===== config.mk =====
export PLATFORM = sky130hd
export DESIGN_NAME = dcache_miss_ctrl
export DESIGN_NICKNAME = d
export VERILOG_FILES = /design/src/rtl/dcache_pkg.sv /design/src/rtl/dcache_miss_ctrl_beat_cnt.sv /design/src/rtl/dcache_miss_ctrl.sv
export SDC_FILE = /design/constraint.sdc
export NUM_CORES = 1
export LEC_CHECK = 0
export BUFFER_PORTS_ARGS = -buffer_cell sky130_fd_sc_hd__clkbuf_2
export CAP_MARGIN = 20
export CELL_PAD_IN_SITES_DETAIL_PLACEMENT = 2
export CELL_PAD_IN_SITES_GLOBAL_PLACEMENT = 2
export CORE_MARGIN = 2
export CORE_UTILIZATION = 20
export DETAILED_ROUTE_END_ITERATION = 7
export GPL_TIMING_DRIVEN = 0
export PLACE_DENSITY = 0.89
export SLEW_MARGIN = 10
export SYNTH_ARGS = -nofsm -noshare
export SYNTH_HDL_FRONTEND = slang
export SYNTH_HIERARCHICAL = 1
export SYNTH_SLANG_ARGS = --single-unit

===== constraint.sdc =====
create_clock -name clk -period 2.6 [get_ports clk]
set_clock_uncertainty 0.2 [all_clocks]
set_input_delay 0.52 -clock clk [delete_from_list [all_inputs] [get_ports clk]]
set_output_delay 0.52 -clock clk [all_outputs]
set_load 0.01 [all_outputs]

===== src/rtl/dcache_pkg.sv =====
// dcache_pkg: shared definitions for the data-cache miss controller.
//   - state_e        : miss-handling FSM states
//   - LINE_WORDS     : 32-bit words per 64-byte line
//   - TAG_W          : tag width, addr[31:12]
//   - IDX_*/OFF_*    : set-index and word-offset bit positions in a byte address
//   - WAY0..WAY3     : one-hot way encodings
//   - way_sanitize() : passes a one-hot way through, maps anything else to WAY0
package dcache_pkg;

  localparam int LINE_WORDS = 16;
  localparam int TAG_W      = 20;
  localparam int IDX_LSB    = 6;
  localparam int IDX_MSB    = 11;
  localparam int OFF_LSB    = 2;
  localparam int OFF_MSB    = 5;

  localparam logic [3:0] WAY0 = 4'b0001;
  localparam logic [3:0] WAY1 = 4'b0010;
  localparam logic [3:0] WAY2 = 4'b0100;
  localparam logic [3:0] WAY3 = 4'b1000;

  typedef enum logic [2:0] {
    S_IDLE,
    S_SEL,
    S_WB_REQ,
    S_WB_DATA,
    S_WB_RESP,
    S_RD_REQ,
    S_RD_DATA,
    S_DONE
  } state_e;

  // A corrupt way vector from the selector must never enable more than one
  // data-RAM bank, so anything that is not exactly one-hot falls back to way 0.
  function automatic logic [3:0] way_sanitize(input logic [3:0] w);
    logic [3:0] r;
    case (w)
      WAY0, WAY1, WAY2, WAY3: r = w;
      default:                r = WAY0;
    endcase
    return r;
  endfunction

endpackage


===== src/rtl/dcache_miss_ctrl_beat_cnt.sv =====
// line_beat_cnt: 4-bit start-loadable wrapping beat counter for line bursts.
//   clk, rst : clock, synchronous active-high reset
//   load     : load idx with start and clear the beat count (priority over inc)
//   start    : first word index of the burst
//   inc      : one beat transferred this cycle
//   idx      : current word index, wraps modulo 16
//   last     : current beat is the final beat of the line (BEATS-th)
module line_beat_cnt #(
  parameter int BEATS = 16
) (
  input  logic       clk,
  input  logic       rst,
  input  logic       load,
  input  logic [3:0] start,
  input  logic       inc,
  output logic [3:0] idx,
  output logic       last
);

  logic [3:0] idx_q, idx_d;
  logic [3:0] n_q, n_d;

  always_comb begin
    idx_d = idx_q;
    n_d   = n_q;
    if (load) begin
      idx_d = start;
      n_d   = 4'd0;
    end else if (inc) begin
      idx_d = idx_q + 4'd1;
      n_d   = n_q + 4'd1;
    end
  end

  always_ff @(posedge clk) begin
    if (rst) begin
      idx_q <= 4'd0;
      n_q   <= 4'd0;
    end else begin
      idx_q <= idx_d;
      n_q   <= n_d;
    end
  end

  assign idx  = idx_q;
  assign last = (n_q == 4'(BEATS - 1));

endmodule


===== src/rtl/dcache_miss_ctrl.sv =====
// dcache_miss_ctrl: miss handler for the 4-way, 64-set, 64-byte-line D-cache.
// Latches a miss, picks the victim, writes it back if dirty, refills the line
// into the data RAM and pulses the LRU update for the refilled way.
//   miss_req/miss_addr/miss_ack          : pipeline miss handshake
//   victim_way/dirty/tag, lru_addr       : way selector lookup
//   lru_en/lru_visit                     : LRU update pulse
//   line_ridx/line_rdata                 : data-RAM read port (writeback)
//   fill_we/fill_widx/fill_wdata         : data-RAM write port (refill)
//   wr_*                                 : writeback burst to the memory bus
//   rd_*                                 : refill burst from the memory bus
//   crit_valid                           : early-restart pulse on first refill beat
// Build option: DCACHE_CRIT_WORD_EN enables critical-word-first refill.
module dcache_miss_ctrl
  import dcache_pkg::*;
#(
  parameter int LINE_WORDS = 16,
  parameter int TAG_W      = 20
) (
  input  logic             clk,
  input  logic             rst,
  input  logic             miss_req,
  input  logic [31:0]      miss_addr,
  output logic             miss_ack,
  input  logic [3:0]       victim_way,
  input  logic             victim_dirty,
  input  logic [TAG_W-1:0] victim_tag,
  output logic [31:0]      lru_addr,
  output logic             lru_en,
  output logic [3:0]       lru_visit,
  output logic [3:0]       line_ridx,
  input  logic [31:0]      line_rdata,
  output logic [3:0]       fill_we,
  output logic [3:0]       fill_widx,
  output logic [31:0]      fill_wdata,
  output logic             wr_req,
  output logic [31:0]      wr_addr,
  input  logic             wr_gnt,
  output logic             wr_valid,
  output logic [31:0]      wr_data,
  output logic             wr_last,
  input  logic             wr_ready,
  input  logic             wr_done,
  output logic             rd_req,
  output logic [31:0]      rd_addr,
  input  logic             rd_gnt,
  input  logic             rd_valid,
  input  logic [31:0]      rd_data,
  output logic             crit_valid
);

  state_e             state_q, state_d;
  logic [31:0]        addr_q, addr_d;
  logic [3:0]         victim_q, victim_d;
  logic [TAG_W-1:0]   tag_q, tag_d;

  logic       cnt_load;
  logic       wb_inc, rd_inc;
  logic [3:0] wb_idx, rd_idx, rd_start;
  logic       wb_last, rd_last;

`ifdef DCACHE_CRIT_WORD_EN
  assign rd_start = addr_q[OFF_MSB:OFF_LSB];
`else
  assign rd_start = 4'd0;
`endif

  // Both counters are armed in SEL, when the miss address is already latched.
  assign cnt_load = (state_q == S_SEL);

  line_beat_cnt #(.BEATS(LINE_WORDS)) u_wb_cnt (
    .clk(clk), .rst(rst), .load(cnt_load), .start(4'd0),
    .inc(wb_inc), .idx(wb_idx), .last(wb_last)
  );

  line_beat_cnt #(.BEATS(LINE_WORDS)) u_rd_cnt (
    .clk(clk), .rst(rst), .load(cnt_load), .start(rd_start),
    .inc(rd_inc), .idx(rd_idx), .last(rd_last)
  );

  always_comb begin
    state_d    = state_q;
    addr_d     = addr_q;
    victim_d   = victim_q;
    tag_d      = tag_q;
    miss_ack   = 1'b0;
    lru_en     = 1'b0;
    line_ridx  = wb_idx;
    fill_we    = 4'd0;
    fill_widx  = 4'd0;
    fill_wdata = 32'd0;
    wr_req     = 1'b0;
    wr_addr    = 32'd0;
    wr_valid   = 1'b0;
    wr_data    = 32'd0;
    wr_last    = 1'b0;
    rd_req     = 1'b0;
    rd_addr    = 32'd0;
    crit_valid = 1'b0;
    wb_inc     = 1'b0;
    rd_inc     = 1'b0;
    case (state_q)
      S_IDLE: begin
        if (miss_req) begin
          addr_d  = miss_addr;
          state_d = S_SEL;
        end
      end
      S_SEL: begin
        victim_d = way_sanitize(victim_way);
        tag_d    = victim_tag;
        state_d  = victim_dirty ? S_WB_REQ : S_RD_REQ;
      end
      S_WB_REQ: begin
        // line_ridx is 0 here, so word 0 is on line_rdata at WB_DATA entry.
        wr_req  = 1'b1;
        wr_addr = 32'({tag_q, addr_q[IDX_MSB:IDX_LSB], 6'b0});
        if (wr_gnt) state_d = S_WB_DATA;
      end
      S_WB_DATA: begin
        wr_valid = 1'b1;
        wr_data  = line_rdata;
        wr_last  = wb_last;
        // Read one word ahead only on a handshake so a stall keeps data stable.
        if (wr_ready) begin
          wb_inc    = 1'b1;
          line_ridx = wb_idx + 4'd1;
          if (wb_last) state_d = S_WB_RESP;
        end
      end
      S_WB_RESP: begin
        if (wr_done) state_d = S_RD_REQ;
      end
      S_RD_REQ: begin
        rd_req = 1'b1;
`ifdef DCACHE_CRIT_WORD_EN
        rd_addr = {addr_q[31:OFF_LSB], 2'b00};
`else
        rd_addr = {addr_q[31:IDX_LSB], 6'b0};
`endif
        if (rd_gnt) state_d = S_RD_DATA;
      end
      S_RD_DATA: begin
        if (rd_valid) begin
          fill_we    = victim_q;
          fill_widx  = rd_idx;
          fill_wdata = rd_data;
          rd_inc     = 1'b1;
`ifdef DCACHE_CRIT_WORD_EN
          // The burst starts at the missed word, so it is the first beat only.
          crit_valid = (rd_idx == addr_q[OFF_MSB:OFF_LSB]);
`endif
          if (rd_last) state_d = S_DONE;
        end
      end
      S_DONE: begin
        miss_ack = 1'b1;
        lru_en   = 1'b1;
        state_d  = S_IDLE;
      end
      default: state_d = S_IDLE;
    endcase
  end

  always_ff @(posedge clk) begin
    if (rst) begin
      state_q  <= S_IDLE;
      addr_q   <= 32'd0;
      victim_q <= 4'd0;
      tag_q    <= '0;
    end else begin
      state_q  <= state_d;
      addr_q   <= addr_d;
      victim_q <= victim_d;
      tag_q    <= tag_d;
    end
  end

  assign lru_addr  = addr_q;
  assign lru_visit = victim_q;

endmodule


# Word level (Yosys, flattened, before mapping)
# Index checks and enable logic that the tools add are counted.
dict set report classes {
  add_sub_neg 4
  multipliers 0
  div_mod_pow 0
  n_lt_le_gt_ge 0
  n_eq_ne 21
  shift 0
  n_mux 31
  bitwise_logic 0
  reduce_logical 5
}
# op n
set op_table {}
lappend op_table {{32-bit 2-to-1 mux} 5}
lappend op_table {{4-bit 2-to-1 mux} 7}
lappend op_table {{3-bit 2-to-1 mux} 9}
lappend op_table {{3-bit one-hot mux with 8 select lines} 1}
lappend op_table {{4-bit by 1-bit adder with 4-bit output, second input constant} 4}
lappend op_table {{2-bit inequality test, second input constant} 8}
lappend op_table {{3-bit equality test, second input constant} 4}
lappend op_table {{4-bit equality test, second input constant} 3}
lappend op_table {{1-bit 2-to-1 mux} 9}
lappend op_table {{8-bit AND reduction} 1}
lappend op_table {{3-bit by 2-bit equality test with 1-bit output, second input constant} 2}
lappend op_table {{4-bit by 1-bit equality test with 1-bit output, second input constant} 1}
lappend op_table {{4-bit by 2-bit equality test with 1-bit output, second input constant} 1}
lappend op_table {{4-bit by 3-bit equality test with 1-bit output, second input constant} 1}
lappend op_table {{4-bit OR reduction} 1}
lappend op_table {{3-bit by 1-bit equality test with 1-bit output, second input constant} 1}
lappend op_table {{3-bit zero test} 1}
lappend op_table {{2-bit AND reduction} 1}
lappend op_table {{2-bit OR reduction} 1}
dict set report totals {
  regBits 75
  latch_bits 0
  ram_bits 0
  romBits 0
  elab_cells 69
  memories 0
}

# Logic depth before layout (Yosys ltp)
# Gate-level depths: netlist of run 1.
dict set report logic_depth {
  word_depth 4
  depth_mapped 9
}

# By module
# The synthesis of run 1 kept the hierarchy.
# module instances cells_per_inst area_per_inst_um2
set by_module_without_submodules {}
lappend by_module_without_submodules {dcache_miss_ctrl 1 454 3309.4}
lappend by_module_without_submodules {line_beat_cnt 2 40 391.6}

# Worst setup path before layout of run 1
# Ideal clock, no wire load.
dict set report synth_timing {
  path_type {register to output}
  start {register state_q[2]}
  end {output port line_ridx[1]}
  t_arrival_ns 1.323
  required_time_ns 1.880
  setup_slack_ns 0.557
  path_stages_with_launch 6
  n_path_buf 2
  path_cell_list {dfxtp_1 buf_2 and3b_1 buf_2 nand2_1 mux2_2}
}
dict set report synth_between {
  elab_chain_len 2
}
# item line_no
set synth_rtl {}
lappend synth_rtl {{from (decl)} dcache_miss_ctrl.sv:51} ;# state_e state_q, state_d;
lappend synth_rtl {{from (signal assigned)} dcache_miss_ctrl.sv:171} ;# state_q <= state_d;
lappend synth_rtl {{3-bit by 2-bit equality test with 1-bit output} dcache_miss_ctrl.sv:101} ;# case (state_q)
lappend synth_rtl {{4-bit 2-to-1 mux} dcache_miss_ctrl.sv:101}
lappend synth_rtl {{to (decl)} dcache_miss_ctrl.sv:30} ;# output logic [3:0] line_ridx,
# Every way passes these cells.

# Final worst setup path of run 1
dict set report layout_timing {
  start {register state_q[1]}
  end {output port wr_addr[17]}
}
dict set report layout_between {
  elab_chain_len 2
}
# item line_no
set layout_rtl {}
lappend layout_rtl {{3-bit by 2-bit equality test with 1-bit output} dcache_miss_ctrl.sv:101}
lappend layout_rtl {{32-bit 2-to-1 mux} dcache_miss_ctrl.sv:101}
lappend layout_rtl {{to (decl)} dcache_miss_ctrl.sv:36} ;# output logic [31:0] wr_addr,
# Every way passes these cells.

==> summary.txt, run 1 <==
Top cells by area, synth - dfxtp_1, and2_1, nand2_1
Crit-path max FO - 10
Global-route wire length before repair - 27.90 mm
Crit path cell chain - buf_4, buf_2, clkbuf_4, and3_1, clkbuf_2
Peak supply drop - 0.0003105 V
Final WL - 18.08 mm
RePlAce Congestion - 0.7563
Crit. End Element - primary output
Share of cells above drive strength 1 - 42.46%
Synth Register Bits - 75
Min-Delay Path Class - input port to register
Area grow syn2layout - 54.75%
IO buf count - 298
1st-pass router iterations - 4
Rel. slew slack - 61.71%
Most used DFF post-synth - dfxtp_1
Worst-path clk slew - 0.06 ns
Tot Pwr - 4894 uW
Post-Synthesis Cells - 534
Final hold vios - 0
Min cycle time layout - 2.506 ns
Antenna violations before repair - 0
Clk Latency, worst-skew pair - 0.33 ns
Pins over their slew limit - 0
Die area - 21620 um2
Clock Path Buffers - 2
Core ar. - 20170 um2
Fmax - 0.3990 GHz
Diodes inserted - 0
Via Count - 4876
Crit-path max cell delay - 0.33 ns
Setup violators final - 0
Mapped Area - 4093 um2
Netlist cell types - 43
Initial DRC count - 72
RSZ-0062 raised after global routing - no
CP arrival - 1.79 ns
Worst setup margin - 0.09399 ns
Max-cap viol count - 0
Number of synthesized flops with an enable pin - 0
Grt ovf - 0
Antenna Nets Post-Route - 0
Ys Warns - 6
Die width - 147.1 um
DRC violations left - 0
Clock root cell - clkbuf_16
Family with the most delay on the worst path - buffers and inverters
CTS tree - yes
Worst Tran Pin Value - 0.5744 ns
Leak Pwr - 0.003331 uW
Place WS - -0.03124 ns
Number of global-route vias before repair - 5179
Largest net degree at the start of global routing - 13
Period utilization - 96.38%
Io pins - 312
Outcome - finished clean
All-Layer GR Usage - 16.32%
H-tree levels - 3
Avg Cell Area, Syn - 7.664 um2
Fraction of the yosys area taken by sequential cells - 36.69%
Synth area leader - dfxtp_1
Die H - 147.1 um
Drt wl/cell - 15.88 um
Slowest cell on crit path - dfxtp_1
Critical path buffers and inverters - 4
Pwr per Cell Area - 772.7 nW/um2
Asr flop ratio synth - 0%
Setup crit start kind - register
Clock Sinks - 75
Post-synth top area share - 36.69%
Crit Path Class - register to primary output
Placed cell areas - 5997 um2
Vias per inst - 4.281
Starting Density - 20.29%
FP Rows - 52
Final instance area - 6334 um2
Hpwl dp - 14.89 mm
Num CTS Buffers - 9
# nets final - 999
Worst EP required - 1.88 ns
-- power by group --
| part | total [uW] | internal [uW] | leakage [uW] | switching (uW) |
|---|---|---|---|---|
| clock | 1130 | 634 | 0.000135 | 498 |
| sequential | 1640 | 1430 | 0.000613 | 210 |
| combinational | 2120 | 808 | 0.00258 | 1310 |
| total | 4890 | 2870 | 0.00333 | 2020 |
-- Yosys cell counts (3+ instances only) --
library cell,count
nand2_1,114
and2_1,99
dfxtp_1,75
a21oi_1,62
and3_1,29
clkbuf_1,27
buf_4,18
nor3_1,11
nor2_1,9
buf_2,8
inv_1,8
xnor2_1,8
xor2_1,8
mux2i_1,7
ha_1,5
nand4_1,4
o21a_1,4
buf_6,3
nand3_1,3
o21ai_0,3
o31ai_1,3
-- worst paths after layout --
path | cells past startpoint | startpoint | slack, ns | end
max | 5 | state_q[1] | 0.09 | wr_addr[17]
min reg2reg | 2 | tag_q[1] | 0.25 | tag_q[1]
min | 3 | miss_addr[30] | 0.20 | lru_addr[30]
max reg2reg | 8 | state_q[1] | 0.46 | u_wb_cnt/idx[0]
-- repair_timing --
action,4_1_cts,5_1_grt
gates resized for setup,20,14
hold buffers,0,0
pin swaps,2,1
setup endpoints to repair,117,42
setup buffers,3,0
-- area by class of cell --
| class | instances | area, um2 |
|---|---|---|
| Buffer | 55 | 355.3 |
| Tap cell | 270 | 337.8 |
| Timing Repair Buffer | 301 | 1514 |
| Clock inverter | 6 | 33.78 |
| Fill cell | 2423 | 13840 |
| Inverter | 10 | 37.54 |
| Multi-Input combinational cell | 413 | 2327 |
| Sequential cell | 75 | 1503 |
| Clock buffer | 9 | 225.2 |
-- worst register-to-register path, stage by stage, from the launching register on --
cell and delay (ns):
dfxtp_1 0.31, buf_4 0.17, inv_2 0.14, nand3_2 0.21
inv_1 0.23, buf_2 0.28, buf_4 0.24, mux2i_1 0.20
nor2_1 0.05
-- logic make-up after synthesis --
group	Yosys count	synth area share (%)
XOR/XNOR	16	3.424
adder cells (fa/ha/maj)	5	1.529
AO/OA/AOI/OAI	80	11.31
multiplexers	10	2.721
other	1	0.09163
flip-flops	75	36.69
buffers and inverters	66	8.499
AND/OR/NAND/NOR	281	35.74
-- per-stage QoR --
step           util [%]  TNS [ns]  hold slack, ns  instances
6_report          31.40         0          0.2034       1139
3_5_place_dp      29.73  -0.05760          0.2450       1122
2_1_floorplan         -         0          0.2319        554
4_1_cts           31.36         0          0.1898       1140
3_3_place_gp      29.73   -0.1619          0.2375       1122
5_1_grt           31.40         0          0.1983       1139
-- state kept, by name, summed over array words and instances (netlist names) --
name	flops
u_wb_cnt/idx	4
lru_visit	4
u_rd_cnt/idx	4
u_wb_cnt/n_q	4
tag_q	20
lru_addr	32
state_q	3
u_rd_cnt/n_q	4
-- cell usage in the layout (no fill, tap or decap), types with 8 or more instances in the layout --
cell       count
buf_2          8
clkbuf_1      14
buf_4         21
clkbuf_16      9
xor2_1         8
conb_1        21
nand2_1      113
a21oi_1       62
nor3_1        11
nor2_1         9
clkbuf_2     302
inv_1          8
dfxtp_1       74
and2_1        99
and3_1        29
xnor2_1        8
-- layer usage --
metal,vias to the layer above,share of wire [%],track usage [%]
met1,2292,39,17.81
met3,16,6.6,3.851
met5,-,0,0
met4,0,1.7,4.712
li1,2362,-,-
met2,206,53,31.19
Power figures use the tool's default switching activity.
==> inputs of run 2 (changes only) <==
--- a/config.mk
+++ b/config.mk
@@ -12,7 +12,6 @@
 export CORE_MARGIN = 2
 export CORE_UTILIZATION = 20
 export DETAILED_ROUTE_END_ITERATION = 7
-export GPL_TIMING_DRIVEN = 0
 export PLACE_DENSITY = 0.89
 export SLEW_MARGIN = 10
 export SYNTH_ARGS = -nofsm -noshare
==> run 2 against run 1 <==
  * Via count fell by 3.6%
  * Sequential power rose by 2%
  * Non-clock buffer count fell by 42
  * Largest cell class unchanged
  * Clock power rose by 16%
  * Sequential share of layout area rose by 0.67 points
==> summary.txt, run 2 (same netlist as run 1, synthesis figures left out) <==
Outcome - finished clean
Clock Sinks - 75 (unchanged)
Initial DRC count - 83 (+15%)
Pwr per Cell Area - 807.4 nW/um2 (+4.5%)
Tot Pwr - 4978 uW (+1.7%)
Area grow syn2layout - 50.66%
Diodes inserted - 0 (unchanged)
Crit. End Element - primary output
Period utilization - 95.69% (-0.69 points)
Core ar. - 20170 um2 (unchanged)
Sw Ratio - 40.42% (-0.85 points)
Final hold vios - 0 (unchanged)
RSZ-0062 raised after global routing - no
Largest net degree at the start of global routing - 49 (+36)
Vias per inst - 4.282 (about the same)
Pins over their slew limit - 0 (unchanged)
Hpwl dp - 13.78 mm (-7.5%)
P_int - 2966 uW (+3.2%)
Hold buffers post-CTS - 0 (unchanged)
Most frequent cells in the layout - clkbuf_2, nand2_1, and2_1
Rel. slew slack - 65.26% (+3.6 points)
Hold path depth - 3 (unchanged)
Die width - 147.1 um (unchanged)
Setup crit start kind - register
Antenna violations before repair - 0 (unchanged)
Min-Delay Path Class - input port to register
Clk Latency, worst-skew pair - 0.34 ns (about the same)
Combinational power share - 40.1% (-3.2 points)
NetSw - 2012 uW (-0.37%)
FP Rows - 52 (unchanged)
Die H - 147.1 um (unchanged)
Crit-path max FO - 48 (+38)
Io pins - 312 (unchanged)
Setup violators final - 0 (unchanged)
Drt wl/cell - 15.76 um (-0.75%)
Worst-path clk slew - 0.07 ns (about the same)
CTS tree - yes
Worst EP required - 1.88 ns (about the same)
Peak supply drop - 0.0003391 V (+9.2%)
H-tree levels - 3 (unchanged)
Worst Tran Pin Value - 0.5211 ns (-0.05328 ns)
Leak Pwr - 0.003189 uW (-4.3%)
Antenna Nets Post-Route - 0 (unchanged)
1st-pass router iterations - 4 (unchanged)
Worst hold slack - 0.1977 ns (-0.005703 ns)
Hold path start - miss_addr[23]
Fmax - 0.4019 GHz (+0.72%)
Clock power frac - 26.3% (+3.2 points)
# nets final - 957 (-4.2%)
Reg2Reg Launch Point - state_q[1]
Num CTS Buffers - 9 (unchanged)
Via Count - 4702 (-3.6%)
IO buf count - 298 (unchanged)
Worst R2R End - u_rd_cnt/idx[0]
Max-cap viol count - 0 (unchanged)
Commonest non-fill, non-tap cell in the layout - clkbuf_2
Global-route wire length before repair - 26.77 mm (-4.1%)
Max FFs per register - 32 (unchanged)
Clock root cell - clkbuf_16
CP arrival - 1.77 ns (-0.02 ns)
Min cycle time layout - 2.488 ns (-0.01802 ns)
RePlAce Congestion - 0.7568 (about the same)
All-Layer GR Usage - 15.58% (-0.74 points)
Die area - 21620 um2 (unchanged)
DRC violations left - 0 (unchanged)
Grt ovf - 0 (unchanged)
Setup TNS Final - 0 ns (unchanged)
Final instance area - 6166 um2 (-2.6%)
Number of global-route vias before repair - 4975 (-3.9%)
Starting Density - 20.29% (unchanged)
Final WL - 17.30 mm (-4.3%)
Clock Path Buffers - 2 (unchanged)
Worst reg-to-reg path cell count - 7 (-1)
Seq pwr share - 33.7% (about the same)
Placed cell areas - 5841 um2 (-2.6%)
Hold EP - lru_addr[23]
R2R setup slack - 0.52 ns (+0.06 ns)
Share of cells above drive strength 1 - 41.55% (-0.92 points)
Crit Path Class - register to primary output
==> run 2: changes by cell type in the layout (fill, tap and decap cells not counted), sizes merged <==
cell / delta
clkbuf: -22
buf: -19
clkinv: -3
bufinv: +1
clkinvlp: +1
inv: +1
==> run 2: timing repair <==
action / in CTS / in global routing
gates resized for setup: 3 / 2
endpoints found under the setup margin: 30 / 27
buffers inserted: 0 / 0
==> run 2: per-stage QoR <==
step,setup slack (ns),util (%),cells
4_1_cts,0.01562,30.55,1098
3_5_place_dp,0.3247,28.96,1082
6_report,0.1120,30.57,1098
2_1_floorplan,0.5569,-,554
3_3_place_gp,0.4192,28.96,1082
5_1_grt,0.002262,30.57,1098
==> run 2: cell type report <==
type                    instances  area [um2]
multi-input cells             413        2327
flip-flops and latches         75        1504
clock buffers                  10       239.0
fillers                      2471       14000
clock inverters                 6       72.57
inverters                      10       37.54
repair buffers                314        1648
well taps                     270       337.8
==> run 2: critical path: stages, from the launching register on <==
cell,delay (ns)
dfxtp_2,0.41
buf_12,0.21
nand2_1,0.11
nor3_4,0.16
buf_12,0.22
and2_1,0.16
clkbuf_2,0.14
==> run 2: power groups by stage <==
stage | clock network [uW] | registers, uW | logic [uW]
after floorplan | 0 | 1660 | 1260
after global placement | 0 | 1680 | 1950
after detailed placement | 0 | 1700 | 2040
after CTS | 1370 | 1680 | 2050
after global routing | 1420 | 1720 | 2250
final | 1310 | 1680 | 1990
==> run 2: worst max-delay path by stage <==
stage                          start            end  slack, ns  cells after the start
final                     state_q[1]  fill_wdata[2]       0.11                      6
after detailed placement  state_q[0]    rd_addr[30]       0.32                      6
after CTS                 state_q[0]    rd_addr[30]       0.02                      6
after global placement    state_q[0]    rd_addr[27]       0.42                      6
after global routing      state_q[2]  fill_wdata[2]      0.002                      5
after floorplan           state_q[2]   line_ridx[1]       0.56                      5
==> run 2: per-layer routing <==
metal	wire (um)	GRT usage (%)	vias up
li1	-	-	2280
met1	6479	16.12	2204
met2	9410	30.91	198
met3	1133	3.789	20
met4	280	4.183	0
met5	0	0	-
